===== config.mk =====
export PLATFORM = sky130hd
export DESIGN_NAME = alu_rr_arbiter_flat
export DESIGN_NICKNAME = d
export VERILOG_FILES = /design/src/rtl/alu_rr_arbiter_if.sv /design/src/rtl/alu_rr_arbiter.sv /design/src/flat_wrapper.sv
export SDC_FILE = /design/constraint.sdc
export NUM_CORES = 1
export LEC_CHECK = 0
export CELL_PAD_IN_SITES_DETAIL_PLACEMENT = 0
export CELL_PAD_IN_SITES_GLOBAL_PLACEMENT = 1
export CORE_MARGIN = 1.5
export CORE_UTILIZATION = 29
export DETAILED_ROUTE_END_ITERATION = 10
export PLACE_DENSITY_LB_ADDON = 0.1
export SETUP_SLACK_MARGIN = 0.02
export SLEW_MARGIN = 15
export SYNTH_ARGS = -nofsm -noshare
export SYNTH_HDL_FRONTEND = slang
export SYNTH_SLANG_ARGS = --single-unit

===== constraint.sdc =====
create_clock -name clk -period 3.1 [get_ports clk]
set_clock_uncertainty 0.2 [all_clocks]
set_input_delay 0.62 -clock clk [delete_from_list [all_inputs] [get_ports clk]]
set_output_delay 0.62 -clock clk [all_outputs]
set_load 0.005 [all_outputs]

===== src/rtl/alu_rr_arbiter_if.sv =====
// alu_rr_arbiter_if: request, ALU and response bundle of alu_rr_arbiter; req_lock exists only with ALU_ARB_LOCK_EN
interface alu_rr_arbiter_if #(
  parameter int N_REQ = 4,
  parameter int ID_W = 2
);
  logic [N_REQ-1:0] req_valid;
  logic [N_REQ-1:0] req_ready;
  logic [8*N_REQ-1:0] req_a;
  logic [8*N_REQ-1:0] req_b;
  logic [4*N_REQ-1:0] req_op;
  logic [4*N_REQ-1:0] req_mode;
`ifdef ALU_ARB_LOCK_EN
  logic [N_REQ-1:0] req_lock;
`endif
  logic [7:0] alu_a;
  logic [7:0] alu_b;
  logic [3:0] alu_opcode;
  logic alu_m;
  logic alu_cn;
  logic alu_l;
  logic alu_h;
  logic [7:0] alu_r;
  logic rsp_valid;
  logic rsp_ready;
  logic [7:0] rsp_data;
  logic [3:0] rsp_flags;
  logic [ID_W-1:0] rsp_id;
  modport slave (
    input req_valid, req_a, req_b, req_op, req_mode, alu_r, rsp_ready,
`ifdef ALU_ARB_LOCK_EN
    input req_lock,
`endif
    output req_ready, alu_a, alu_b, alu_opcode, alu_m, alu_cn, alu_l, alu_h,
    output rsp_valid, rsp_data, rsp_flags, rsp_id
  );
  modport master (
    output req_valid, req_a, req_b, req_op, req_mode, alu_r, rsp_ready,
`ifdef ALU_ARB_LOCK_EN
    output req_lock,
`endif
    input req_ready, alu_a, alu_b, alu_opcode, alu_m, alu_cn, alu_l, alu_h,
    input rsp_valid, rsp_data, rsp_flags, rsp_id
  );
endinterface


===== src/rtl/alu_rr_arbiter.sv =====
// alu_rr_arbiter: round-robin sharing of one 8-bit 74181-style ALU with tagged responses; ALU_ARB_LOCK_EN adds req_lock
module alu_rr_arbiter #(
  parameter int N_REQ = 4,
  parameter int ID_W = 2
) (
  input  logic clk,
  input  logic rst_n,
  alu_rr_arbiter_if.slave bus,
  output logic busy
);
  typedef enum logic [1:0] {IDLE, EXEC, RESP} state_t;
  state_t state;
  logic [ID_W-1:0] rr_ptr;
  logic [ID_W-1:0] gnt;
  logic [ID_W-1:0] owner;
  logic any;
  logic legal;
`ifdef ALU_ARB_LOCK_EN
  logic locked;
  logic [ID_W-1:0] lock_id;
`endif
  // descending scan so the requester closest after rr_ptr overrides the rest
  always_comb begin
    gnt = rr_ptr;
    any = 1'b0;
    for (int k = N_REQ; k >= 1; k--)
      if (bus.req_valid[(int'(rr_ptr) + k) % N_REQ]) begin
        gnt = ID_W'((int'(rr_ptr) + k) % N_REQ);
        any = 1'b1;
      end
`ifdef ALU_ARB_LOCK_EN
    if (locked && bus.req_valid[lock_id]) gnt = lock_id;
`endif
  end
  assign legal = (bus.alu_m & bus.alu_l) | (~bus.alu_m & ~bus.alu_cn & bus.alu_l)
               | (bus.alu_m & bus.alu_h) | (~bus.alu_m & bus.alu_cn & bus.alu_h);
  assign bus.req_ready = (state == IDLE && rst_n && any) ? (N_REQ'(1) << gnt) : '0;
  assign busy = (state != IDLE);
  // the alu_* registers double as operand registers; they are cleared on leaving EXEC
  always_ff @(posedge clk)
    if (!rst_n) begin
      state <= IDLE;
      rr_ptr <= ID_W'(N_REQ - 1);
      owner <= '0;
      {bus.alu_a, bus.alu_b, bus.alu_opcode, bus.alu_m, bus.alu_cn, bus.alu_l, bus.alu_h} <= '0;
      {bus.rsp_valid, bus.rsp_data, bus.rsp_flags, bus.rsp_id} <= '0;
`ifdef ALU_ARB_LOCK_EN
      locked <= 1'b0;
      lock_id <= '0;
`endif
    end else
      case (state)
        IDLE: begin
`ifdef ALU_ARB_LOCK_EN
          locked <= any & bus.req_lock[gnt];
          lock_id <= gnt;
`endif
          if (any) begin
            state <= EXEC;
            rr_ptr <= gnt;
            owner <= gnt;
            bus.alu_a <= bus.req_a[8*int'(gnt) +: 8];
            bus.alu_b <= bus.req_b[8*int'(gnt) +: 8];
            bus.alu_opcode <= bus.req_op[4*int'(gnt) +: 4];
            {bus.alu_m, bus.alu_cn, bus.alu_l, bus.alu_h} <= bus.req_mode[4*int'(gnt) +: 4];
          end
        end
        EXEC: begin
          state <= RESP;
          {bus.alu_a, bus.alu_b, bus.alu_opcode, bus.alu_m, bus.alu_cn, bus.alu_l, bus.alu_h} <= '0;
          bus.rsp_valid <= 1'b1;
          bus.rsp_data <= legal ? bus.alu_r : 8'h00;
          bus.rsp_flags <= legal ? {1'b0, ~^bus.alu_r, bus.alu_r[7], bus.alu_r == 8'h00} : 4'b1000;
          bus.rsp_id <= owner;
        end
        RESP: if (bus.rsp_ready) begin
          state <= IDLE;
          bus.rsp_valid <= 1'b0;
        end
        default: state <= IDLE;
      endcase
endmodule


===== src/flat_wrapper.sv =====
// flat-port wrapper written by rule: the top's interface ports become plain ports
module alu_rr_arbiter_flat 
#(
  parameter int N_REQ = 4,
  parameter int ID_W = 2
)
  (clk, rst_n, busy, bus_req_valid, bus_req_a, bus_req_b, bus_req_op, bus_req_mode, bus_alu_r, bus_rsp_ready, bus_req_ready, bus_alu_a, bus_alu_b, bus_alu_opcode, bus_alu_m, bus_alu_cn, bus_alu_l, bus_alu_h, bus_rsp_valid, bus_rsp_data, bus_rsp_flags, bus_rsp_id);
  alu_rr_arbiter_if #(.N_REQ(N_REQ), .ID_W(ID_W)) bus_i ();
  input  logic clk;
  input  logic rst_n;
  output logic busy;
  input wire logic [$bits(bus_i.req_valid)-1:0] bus_req_valid;
  input wire logic [$bits(bus_i.req_a)-1:0] bus_req_a;
  input wire logic [$bits(bus_i.req_b)-1:0] bus_req_b;
  input wire logic [$bits(bus_i.req_op)-1:0] bus_req_op;
  input wire logic [$bits(bus_i.req_mode)-1:0] bus_req_mode;
  input wire logic [$bits(bus_i.alu_r)-1:0] bus_alu_r;
  input wire logic [$bits(bus_i.rsp_ready)-1:0] bus_rsp_ready;
  output wire logic [$bits(bus_i.req_ready)-1:0] bus_req_ready;
  output wire logic [$bits(bus_i.alu_a)-1:0] bus_alu_a;
  output wire logic [$bits(bus_i.alu_b)-1:0] bus_alu_b;
  output wire logic [$bits(bus_i.alu_opcode)-1:0] bus_alu_opcode;
  output wire logic [$bits(bus_i.alu_m)-1:0] bus_alu_m;
  output wire logic [$bits(bus_i.alu_cn)-1:0] bus_alu_cn;
  output wire logic [$bits(bus_i.alu_l)-1:0] bus_alu_l;
  output wire logic [$bits(bus_i.alu_h)-1:0] bus_alu_h;
  output wire logic [$bits(bus_i.rsp_valid)-1:0] bus_rsp_valid;
  output wire logic [$bits(bus_i.rsp_data)-1:0] bus_rsp_data;
  output wire logic [$bits(bus_i.rsp_flags)-1:0] bus_rsp_flags;
  output wire logic [$bits(bus_i.rsp_id)-1:0] bus_rsp_id;
  assign bus_i.req_valid = bus_req_valid;
  assign bus_i.req_a = bus_req_a;
  assign bus_i.req_b = bus_req_b;
  assign bus_i.req_op = bus_req_op;
  assign bus_i.req_mode = bus_req_mode;
  assign bus_i.alu_r = bus_alu_r;
  assign bus_i.rsp_ready = bus_rsp_ready;
  assign bus_req_ready = bus_i.req_ready;
  assign bus_alu_a = bus_i.alu_a;
  assign bus_alu_b = bus_i.alu_b;
  assign bus_alu_opcode = bus_i.alu_opcode;
  assign bus_alu_m = bus_i.alu_m;
  assign bus_alu_cn = bus_i.alu_cn;
  assign bus_alu_l = bus_i.alu_l;
  assign bus_alu_h = bus_i.alu_h;
  assign bus_rsp_valid = bus_i.rsp_valid;
  assign bus_rsp_data = bus_i.rsp_data;
  assign bus_rsp_flags = bus_i.rsp_flags;
  assign bus_rsp_id = bus_i.rsp_id;
  alu_rr_arbiter #(.N_REQ(N_REQ), .ID_W(ID_W)) u_core (.clk(clk), .rst_n(rst_n), .bus(bus_i), .busy(busy));
endmodule

Yosys cells after proc, flatten, opt, wreduce, memory -nomap -nowiden

Index checks and enable logic that the tools add are counted.

Input port bits: 111
Flip-flop bits (word level): 45

Bitwise operators: 15
Add/subtract/negate cells: 4
Mux-type cells: 42
Shift-type cells: 5
Reductions and logical operators: 16
Eq/ne operators: 4
$lt $le $gt $ge: 4

Operators with widths:

| kind                                                                         | number |
|---|---|
| 32-bit by 6-bit variable part select with 8-bit output                       | 2 |
| 8-bit one-hot mux with 2 select lines                                        | 2 |
| 16-bit by 5-bit variable part select with 4-bit output                       | 2 |
| 8-bit two-way mux                                                            | 3 |
| 1-bit two-way mux                                                            | 17 |
| 3-bit by 4-bit less-than comparator with 1-bit output, second input constant | 4 |
| 2-bit two-way mux                                                            | 6 |
| 4-bit two-way mux                                                            | 3 |
| 1-bit one-hot mux with 2 select lines                                        | 5 |
| 1-bit binary-select mux with 2-bit select                                    | 4 |
| 8-bit zero test                                                              | 1 |
| 4-bit one-hot mux with 2 select lines                                        | 1 |
| 2-bit AND reduction                                                          | 4 |
| 2-bit OR reduction                                                           | 4 |
| 8-bit XNOR reduction                                                         | 1 |
| 1-bit AND                                                                    | 6 |
| 2-bit one-hot mux with 3 select lines                                        | 1 |
| 2-bit nonzero test                                                           | 3 |
| 2-bit by 1-bit adder with 2-bit output, second input constant                | 2 |
| 2-bit adder, second input constant                                           | 2 |
| 1-bit AND, first input constant                                              | 4 |
| 1-bit by 2-bit << shifter with 4-bit output, first input constant            | 1 |
| 1-bit bitwise OR                                                             | 3 |
| 2-bit by 1-bit equality test with 1-bit output, second input constant        | 1 |
| 6 further kinds                                                              | 8 |

Depth between registers and ports, before layout

Gate-level depths: netlist of run 1.

Depth after elaboration: 13
Depth in mapped cells: 8
Depth with buffers taken out: 6

Worst setup path after synthesis of run 1

No wires, ideal clock.

Kind: input to output
Start: input port bus_req_valid[2]
End: output port bus_req_ready[2]
Stages on the path: 6
Path slack: 0.574 ns
Arrival: 1.706 ns
Data required time: 2.280 ns
Path buffers: 2
Cells stage by stage: or3_1 o31ai_4 nand2b_1 clkbuf_1 buf_2 nor4_1

Cells in the longest elaborated chain, start to end: 9
Elaborated cells on any way between the ends: 23
Those cells by class: shift (1); mux (21); reduce/logical (1)

RTL lines:

| element                                                                                 | RTL line             | source |
|---|---|---|
| start: declaration                                                                      | flat_wrapper.sv:12   | `input wire logic [$bits(bus_i.req_valid)-1:0] bus_req_valid;` |
| 1-bit binary-select mux with 2-bit select                                               | alu_rr_arbiter.sv:27 | `if (bus.req_valid[(int'(rr_ptr) + k) % N_REQ]) begin` |
| 1-bit two-way mux (implied by the code) (2 in a row)                                    | alu_rr_arbiter.sv:27 |  |
| 2-bit two-way mux / 1-bit two-way mux (equally long branches) (4 in a row)              | alu_rr_arbiter.sv:27 |  |
| 1-bit by 2-bit << shifter with 4-bit output / 1-bit logical AND (equally long branches) | alu_rr_arbiter.sv:37 | `assign bus.req_ready = (state == IDLE && rst_n && any) ? (N_REQ'(1) << gnt) : '0;` |
| 4-bit two-way mux (*)                                                                   | alu_rr_arbiter.sv:37 |  |
| end: declaration                                                                        | flat_wrapper.sv:19   | `output wire logic [$bits(bus_i.req_ready)-1:0] bus_req_ready;` |

Mark *: on every way between the ends. The rest lies on a longest branch, timed or not. The select of a mux whose other input is x is not followed.

Final worst setup path of run 1

Start: input port bus_req_valid[2]
End: output port bus_req_ready[1]

The elaborated chain is that of the path after synthesis.

==> out/metrics.csv, run 1 <==
metric,value,unit
comb_power_share,0.397,
multi_input_area,1620,um^2
clkSinkCount,44,
cp.required,2280,ps
synth_edf_count,0,
cpPeakStageDelay,510,ps
cts_tree,built,
nets,564,
worst-setup-path-type,in -> out,
fill_cells,901,
ys_warn_count,0,
cts_buffers,5,
finalMaxSlewViolations,0,
stdcell_area,4420,um^2
grt_pass1_wl,13000,um
cts_hold_buf,0,
gr-max-usage-layer,met2,
syn_area,2670,um^2
critPathTopFamily,buffers and inverters,
grt_max_degree,51,
hold_viol_final,0,
instances_no_fill,558,
hold_path_class,reg -> reg,
drc,4,
regArea,881,um^2
critPathBufInv,2,
drive_gt1_frac,0.116,
synth_area_per_cell,8.84,um^2
finalSetupViolCount,0,
synthDistinctLibCells,41,
p_leak,1.62,nW
synthTopCellsByCount,"nand3_1 (46), dfxtp_1 (44), nand2_1 (29)",
crit_chain,dlygate4sd2_1 > or3_4 > o31ai_4 > and2_4 > nor2b_1 > clkdlybuf4s50_1,
arrival,2190,ps
dr.pass1.iters,7,
dp_hpwl,5930,um
yosysMostFrequentCell,nand3_1,
core_area,8810,um^2
sequentialPowerShare,0.361,
grt_use_met2,0.301,
synthArstFlopShare,0,
fin_crit,3010,ps
port_buffers,154,
die_area,9790,um^2
rows,34,
worst_pin_slew,569,ps
maxCapViolations,0,
worst_setup_path_end_kind,primary output,
switching_share,0.310,
clk_latency,300,ps
place_area,4280,um^2
vias,2744,
p_int,0.00134,W
first_global_vias,2771,
ir_drop,0.259,mV
synth_area_leaders,"dfxtp_1 (33%), mux2i_1 (9.0%), mux2_2 (8.9%), nand3_1 (8.6%), o211ai_1 (6.5%)",
cpMaxStageDelayCell,clkdlybuf4s50_1,
p_per_area,441,nW/um^2
synth.largest_area_cell,dfxtp_1,
initialDrtViolationCount,30,
grtUsageMet3,0.0638,
reg2reg_setup_slack,690,ps
htree_levels,2,
p_clk_frac,0.242,
gp_congestion,0.721,
root_buffer,clkbuf_8,
crit_fanout,3,
grt-ovfl-total,0,
cp-start-kind,input pin,
clock.fmax,0.332,GHz
routedWlPerCell,14.6,um
fin_crit_sh,0.970,
ys_seq_elements,44,
synth_ff_type,dfxtp_1,
maxSlewHeadroom,0.621,
die_h,98.9,um
grt_usage,0.166,
synthToLayoutAreaGrowth,65.8,%
antenna_left,0,
met1_usage,0.180,
power.switching,0.000605,W
synth_cells,302,
rsz0062_at_grt,yes,
synth_nets,417,
netlist.area_leader.share,0.330,
violations,design-rule violations,
clk_pin_slew,90,ps
num_antenna_cells,0,
die_w,98.9,um
dpl.cell_count,548,
start_util,0.303,
status,finished with violations,
vias_per_cell,4.92,
io-pin-count,155,
drt_wl_total,8170,um
yosysSeqAreaShare,0.330,
antenna_found_initial,0,
cts_buffer_depth,2,
## power by group through the flow
| stage | Combinational [W] | Sequential [W] | Clock, W |
|---|---|---|---|
| 6_report | 0.000774 | 0.000703 | 0.000472 |
| 5_1_grt | 0.000845 | 0.000716 | 0.000509 |
| 4_1_cts | 0.000789 | 0.000704 | 0.000488 |
| 3_5_place_dp | 0.000777 | 0.000716 | 0 |
| 3_3_place_gp | 0.000770 | 0.000714 | 0 |
| 2_1_floorplan | 0.000391 | 0.000716 | 0 |
## cell type report
| type | count | share of cell area |
|---|---|---|
| sequential | 44 | 0.199 |
| tap | 108 | 0.0305 |
| clock buffer | 5 | 0.0156 |
| multi-input combinational | 222 | 0.366 |
| timing repair buffer | 166 | 0.370 |
| inverter | 10 | 0.00848 |
| clock inverter | 3 | 0.0105 |
## path summary, 6_finish.rpt
check,cells after the start,from,end
setup / recovery,6,bus_req_valid[2],bus_req_ready[1]
hold / removal,2,u_core.owner[1],u_core.bus.rsp_id[1]
setup reg to reg,7,u_core.rr_ptr[1],u_core.bus.alu_a[7]
hold reg to reg,2,u_core.owner[1],u_core.bus.rsp_id[1]
## cells by family (layout without fill, tap and decap cells)
kind of cell    count (synthesis)  count (layout)  share of synthesized area
xor+xnor                        3               3                    0.00985
flops                          44              44                      0.330
compound gates                 50              50                      0.140
simple gates                  116             116                      0.236
mux                            49              49                      0.195
buf+inv                        36             184                     0.0699
fa+ha+maj                       4               4                     0.0188
## repair_timing
| action | CTS | global route |
|---|---|---|
| setup buffers | 2 | 0 |
| setup endpoints to repair | 4 | 2 |
| pin swaps | 1 | 0 |
| gates resized for setup | 7 | 4 |
| hold endpoints to repair | 0 | 0 |
## state kept, by name (all words and copies together), names as in the netlist, 2 cells and up
name,cells
u_core.bus.alu_a,8
u_core.bus.alu_b,8
u_core.bus.alu_opcode,4
u_core.bus.rsp_data,7
u_core.bus.rsp_flags,4
u_core.bus.rsp_id,2
u_core.owner,2
u_core.rr_ptr,2
u_core.state,2
## routing by layer
| layer | routed length (um) | share of wire | vias to the layer above |
|---|---|---|---|
| met2 | 4030 | 0.49 | 87 |
| met3 | 722 | 0.088 | 9 |
| met4 | 130 | 0.016 | 0 |
| met5 | 0 | 0 | - |
| li1 | - | - | 1371 |
| met1 | 3280 | 0.40 | 1277 |
## per-stage QoR
step                setup TNS [ps]  total power (W)  worst slack, ps  hold WS, ps  utilization
detailed placement            -577          0.00149             -171          247        0.487
floorplan                        0          0.00111              574          228            -
global placement              -496          0.00148             -157          243        0.487
global route                 -27.8          0.00207            -27.8          279        0.502
finish                           0          0.00195             91.6          256        0.502
CTS                              0          0.00198             68.1          262        0.502
## worst min-delay path: stages (launching register included)
cell,delay (ps)
dfxtp_1,320
nand2_1,50
a21boi_1,50
## layout by cell type, fill, tap and decap left out, types with 10 or more instances in the layout
| cell type | netlist | final |
|---|---|---|
| a22oi_1 | 10 | 10 |
| nand2_1 | 29 | 29 |
| clkdlybuf4s50_1 | 0 | 150 |
| mux2_2 | 21 | 21 |
| dfxtp_1 | 44 | 44 |
| buf_4 | 1 | 11 |
| nor2b_1 | 13 | 13 |
| inv_1 | 10 | 10 |
| mux2i_1 | 24 | 24 |
| nand3_1 | 46 | 46 |
| o211ai_1 | 23 | 23 |
Note: power is estimated with default switching activity, not from simulation.
==> run 2: changes to the inputs <==
--- a/config.mk
+++ b/config.mk
@@ -7,7 +7,6 @@
 export LEC_CHECK = 0
 export CELL_PAD_IN_SITES_DETAIL_PLACEMENT = 0
 export CELL_PAD_IN_SITES_GLOBAL_PLACEMENT = 1
-export CORE_MARGIN = 1.5
 export CORE_UTILIZATION = 29
 export DETAILED_ROUTE_END_ITERATION = 10
 export PLACE_DENSITY_LB_ADDON = 0.1
==> out/metrics.csv, run 2 (synthesis results as in run 1) <==
metric,value,unit,change
status,finished with violations,,
violations,design-rule violations,,
ir_drop,0.185,mV,-29%
htree_levels,2,,unchanged
worst_setup_path_end_kind,primary output,,
antenna_found_initial,0,,unchanged
clk_pin_slew,90,ps,about the same
reg2reg_depth,7,,unchanged
worst_slack,81.5,ps,-10.1 ps
cts_buffer_depth,2,,unchanged
num_antenna_cells,0,,unchanged
maxCapViolations,0,,unchanged
die_area,9590,um^2,-2.0%
cpMaxStageDelayCell,clkdlybuf4s50_1,,
crit_fanout,3,,unchanged
core_area,8810,um^2,unchanged
drive_gt1_frac,0.115,,-0.000511
reg_top3,"u_core.bus.alu_a x8, u_core.bus.alu_b x8, u_core.bus.rsp_data x7",,
gr-max-usage-layer,met2,,
grt_usage,0.169,,+0.00310
die_h,97.9,um,-1.0%
start_util,0.303,,unchanged
clk_latency,300,ps,about the same
io-pin-count,155,,unchanged
cp-start-kind,input pin,,
cts_buffers,5,,unchanged
final_common_cell,clkdlybuf4s50_1,,
finalSetupTns,0,ps,unchanged
instances_no_fill,560,,+0.36%
p_per_area,438,nW/um^2,-0.46%
first_global_vias,2713,,-2.1%
routedWlPerCell,14.4,um,-1.5%
hold_viol_final,0,,unchanged
dpl.cell_count,551,,+0.55%
grt-ovfl-total,0,,unchanged
grt_pass1_wl,13000,um,+0.38%
drc,7,,+3
finalSetupViolCount,0,,unchanged
hold_path_class,reg -> reg,,
worst_pin_slew,585,ps,+16.7 ps
place_worst_setup_slack,-171,ps,-0.130 ps
fin_crit_sh,0.974,,+0.00325
drt_wl_total,8070,um,-1.2%
power.total,0.00194,W,-0.35%
grt_max_degree,51,,unchanged
cts_tree,built,,
reg2reg_setup_slack,670,ps,-20 ps
dp_hpwl,5860,um,-1.1%
critPathTopFamily,buffers and inverters,,
port_buffers,154,,unchanged
clkSinkCount,44,,unchanged
worst-setup-path-type,in -> out,,
gp_congestion,0.754,,+4.6%
grt_use_met2,0.305,,+0.00366
fin_util,0.503,,+0.000569
layout_common_cells,"clkdlybuf4s50_1 (150), nand3_1 (46), dfxtp_1 (44), nand2_1 (29), mux2i_1 (24)",,
arrival,2200,ps,about the same
cp.required,2280,ps,about the same
initialDrtViolationCount,60,,+100%
vias,2710,,-1.2%
finalMaxSlewViolations,0,,unchanged
die_w,97.9,um,-1.0%
met1_usage,0.189,,+0.00895
dr.pass1.iters,7,,unchanged
fin_crit,3020,ps,+10.1 ps
grtUsageMet3,0.0587,,-0.00513
clock.fmax,0.331,GHz,-0.33%
crit_chain,dlygate4sd2_1 > or3_4 > o31ai_4 > and2_4 > and2_1 > clkdlybuf4s50_1,,
antenna_left,0,,unchanged
critPathBufInv,2,,unchanged
rows,34,,unchanged
cp.depth,6,,unchanged
nets,566,,+0.35%
min_path_cells,2,,unchanged
root_buffer,clkbuf_8,,
maxSlewHeadroom,0.610,,-0.0111
cpPeakStageDelay,500,ps,about the same
vias_per_cell,4.84,,-1.6%
synthToLayoutAreaGrowth,66.0,%,
rsz0062_at_grt,no,,
p_leak,1.63,nW,+0.58%
==> run 2: cell types whose count changed in the layout (fill, tap and decap cells not counted), sizes merged <==
cell	change
buf	+2
clkbuf	-1
dlygate4sd2	+1
==> run 2: timing repair <==
item | 4_1_cts | 5_1_grt
resized for setup | 6 | 2
pin swaps | 1 | 0
hold buffers | 0 | 0
endpoints found under the setup margin | 4 | 1
buffers inserted | 1 | 0
hold endpoints to repair | 0 | 0
==> run 2: cell type report <==
class,count,area (um^2)
clock buffer,5,68.8
fill,886,4380
sequential,44,881
timing repair buffer,168,1640
multi-input combinational,222,1620
clock inverter,3,46.3
tap,108,135
inverter,10,37.5
==> run 2: worst paths after layout <==
kind	startpoint	end
setup / recovery	bus_req_valid[2]	bus_req_ready[0]
hold / removal	u_core.owner[0]	u_core.bus.rsp_id[0]
setup reg to reg	u_core.rr_ptr[1]	u_core.bus.alu_b[6]
hold reg to reg	u_core.owner[0]	u_core.bus.rsp_id[0]
==> run 2: worst reg2reg max path, stage by stage (launching register included) <==
cell and delay [ps]:
dfxtp_1 480, mux2i_1 230, nor2_1 100, nor3_4 260
buf_4 170, buf_4 420, mux2_2 430, o211ai_1 80
==> run 2: through the flow <==
step | hold slack (ps) | cell area, um^2
4_1_cts | 256 | 4420
2_1_floorplan | 228 | 2670
3_3_place_gp | 247 | 4290
5_1_grt | 269 | 4430
6_report | 257 | 4430
3_5_place_dp | 246 | 4290
==> run 2: where the power goes <==
part / switching, W / total (W) / internal, W / leakage [nW]
logic: 0.000323 / 0.000771 / 0.000449 / 1.21
registers: 0.0000529 / 0.000703 / 0.000650 / 0.361
clock network: 0.000225 / 0.000468 / 0.000243 / 0.0548
==> run 2: routing by layer <==
layer / wire length [um] / up-vias
li1: - / 1377
met1: 3340 / 1240
met2: 4010 / 85
met3: 626 / 8
met4: 96 / 0
met5: 0 / -
==> variant, RTL diff (config.mk and constraints of run 1) <==
`N_REQ` is set to 4 in 3 places; all go to 8.
--- a/src/rtl/alu_rr_arbiter_if.sv
+++ b/src/rtl/alu_rr_arbiter_if.sv
@@ -1,6 +1,6 @@
 // alu_rr_arbiter_if: request, ALU and response bundle of alu_rr_arbiter; req_lock exists only with ALU_ARB_LOCK_EN
 interface alu_rr_arbiter_if #(
-  parameter int N_REQ = 4,
+  parameter int N_REQ = 8,
   parameter int ID_W = 2
 );
   logic [N_REQ-1:0] req_valid;
--- a/src/rtl/alu_rr_arbiter.sv
+++ b/src/rtl/alu_rr_arbiter.sv
@@ -1,6 +1,6 @@
 // alu_rr_arbiter: round-robin sharing of one 8-bit 74181-style ALU with tagged responses; ALU_ARB_LOCK_EN adds req_lock
 module alu_rr_arbiter #(
-  parameter int N_REQ = 4,
+  parameter int N_REQ = 8,
   parameter int ID_W = 2
 ) (
   input  logic clk,
--- a/src/flat_wrapper.sv
+++ b/src/flat_wrapper.sv
@@ -1,7 +1,7 @@
 // flat-port wrapper written by rule: the top's interface ports become plain ports
 module alu_rr_arbiter_flat 
 #(
-  parameter int N_REQ = 4,
+  parameter int N_REQ = 8,
   parameter int ID_W = 2
 )
   (clk, rst_n, busy, bus_req_valid, bus_req_a, bus_req_b, bus_req_op, bus_req_mode, bus_alu_r, bus_rsp_ready, bus_req_ready, bus_alu_a, bus_alu_b, bus_alu_opcode, bus_alu_m, bus_alu_cn, bus_alu_l, bus_alu_h, bus_rsp_valid, bus_rsp_data, bus_rsp_flags, bus_rsp_id);
Interface: changed (6 resized); port bits go from 155 to 259. No check against the original RTL was run, so the function may have changed too.
==> variant against run 1 <==
- the run ends with setup timing left
- clock power up 21%
- worst setup slack worse by 0.99 ns
- total power rose to 4.3 times the old value
- die area up 49%
- critical endpoint unchanged
- synthesized area up 51%
- non-clock buffer count up 87
- cell area up 59%
- sequential cell count unchanged
- cell count up 46%
- core utilization up 2.2 points
- routed wire length up 95%
==> variant: results <==
{
  "clock_area_share_pct": 2.12,
  "synthTopCellsByArea": "dfxtp_1, a2111oi_4, a211oi_1",
  "ys_seq_area_share_pct": 21.9,
  "core_area_mm2": 0.0134,
  "synthXorXnorAreaFrac_pct": 0.871,
  "dr.pass1.iters": 4,
  "sh_seq_area_pct": 12.6,
  "multi_input_area_share_pct": 45.8,
  "dp_cells": 773,
  "syn_area_per_cell_um2": 9.60,
  "synth_compound_area_share_pct": 34.1,
  "r2r_cells": 15,
  "cts_setup_buffers": 23,
  "cts_resized": 88,
  "nonClockBufferCount": 253,
  "gp_congestion": 0.805,
  "grt_pass1_wl_mm": 24.5,
  "clk_pin_slew_ns": 0.07,
  "outcome": "finished with violations",
  "cp_top_family": "simple AND/OR/NAND/NOR gates",
  "dp_hpwl_mm": 10.5,
  "signal_buffer_area_fraction_pct": 35.7,
  "p_leak_nw": 2.54,
  "setup_violations": 31,
  "crit_fanout": 7,
  "critPathMaxStageDelay_ns": 0.55,
  "failed_checks": "setup timing",
  "comb.multi_input.count": 323,
  "arrival_ns": 3.18,
  "synthMuxAreaShare_pct": 16.9,
  "route.vias.total": 4320,
  "fin_area_mm2": 0.00703,
  "grt_pass1_vias": 4483,
  "slew_headroom_pct": 60.7,
  "synth_common_cells": "a211oi_1, dfxtp_1, a22oi_1",
  "place_area_mm2": 0.00618,
  "num-fill-cells": 1274,
  "vias_per_cell": 5.29,
  "setup_ws_ns": -0.900,
  "io_buffers": 158,
  "drcViolationCount": 0,
  "cts-root-buf": "clkbuf_16",
  "drtIter0Drc": 175,
  "avgRoutedWirePerCell_um": 19.5,
  "synthAdderAreaFrac_pct": 1.87,
  "finalNetCount": 856,
  "grt_max_degree": 30,
  "track_usage_pct": 21.7,
  "inv_count": 12,
  "drive_gt1_share_pct": 33.3,
  "crit_slowest_cell": "or4_4",
  "pre_cts_slack_ns": -1.35,
  "setup_tns_ns": -17.77,
  "ys_types": 51
}
[variant: path summary, 6_finish.rpt]
kind              slack [ns]                           from                                 to
setup / recovery       -0.90  u_core.rr_ptr[0]$_SDFFE_PN1P_                   bus_req_ready[1]
hold / removal          0.27   u_core.owner[0]$_SDFFE_PN0P_  u_core.bus.rsp_id[0]$_SDFFE_PN0P_
setup reg to reg       -0.63  u_core.rr_ptr[0]$_SDFFE_PN1P_   u_core.bus.alu_b[5]$_SDFFE_PN0P_
hold reg to reg         0.27   u_core.owner[0]$_SDFFE_PN0P_  u_core.bus.rsp_id[0]$_SDFFE_PN0P_
[variant: per-layer routing]
metal  GRT usage, %  vias to the layer above  routed length (um)
li1               -                     2067                   -
met1           26.5                     2124                7010
met2           38.8                      113                7880
met3           4.48                       16                 819
met4           5.37                        0                 226
met5              0                        -                   0
[variant: power by group]
group	leakage [nW]	internal (mW)	switching (mW)
clock network	0.0660	0.301	0.268
registers	0.361	0.712	0.0846
logic	2.11	3.71	3.29
total	2.54	4.73	3.65
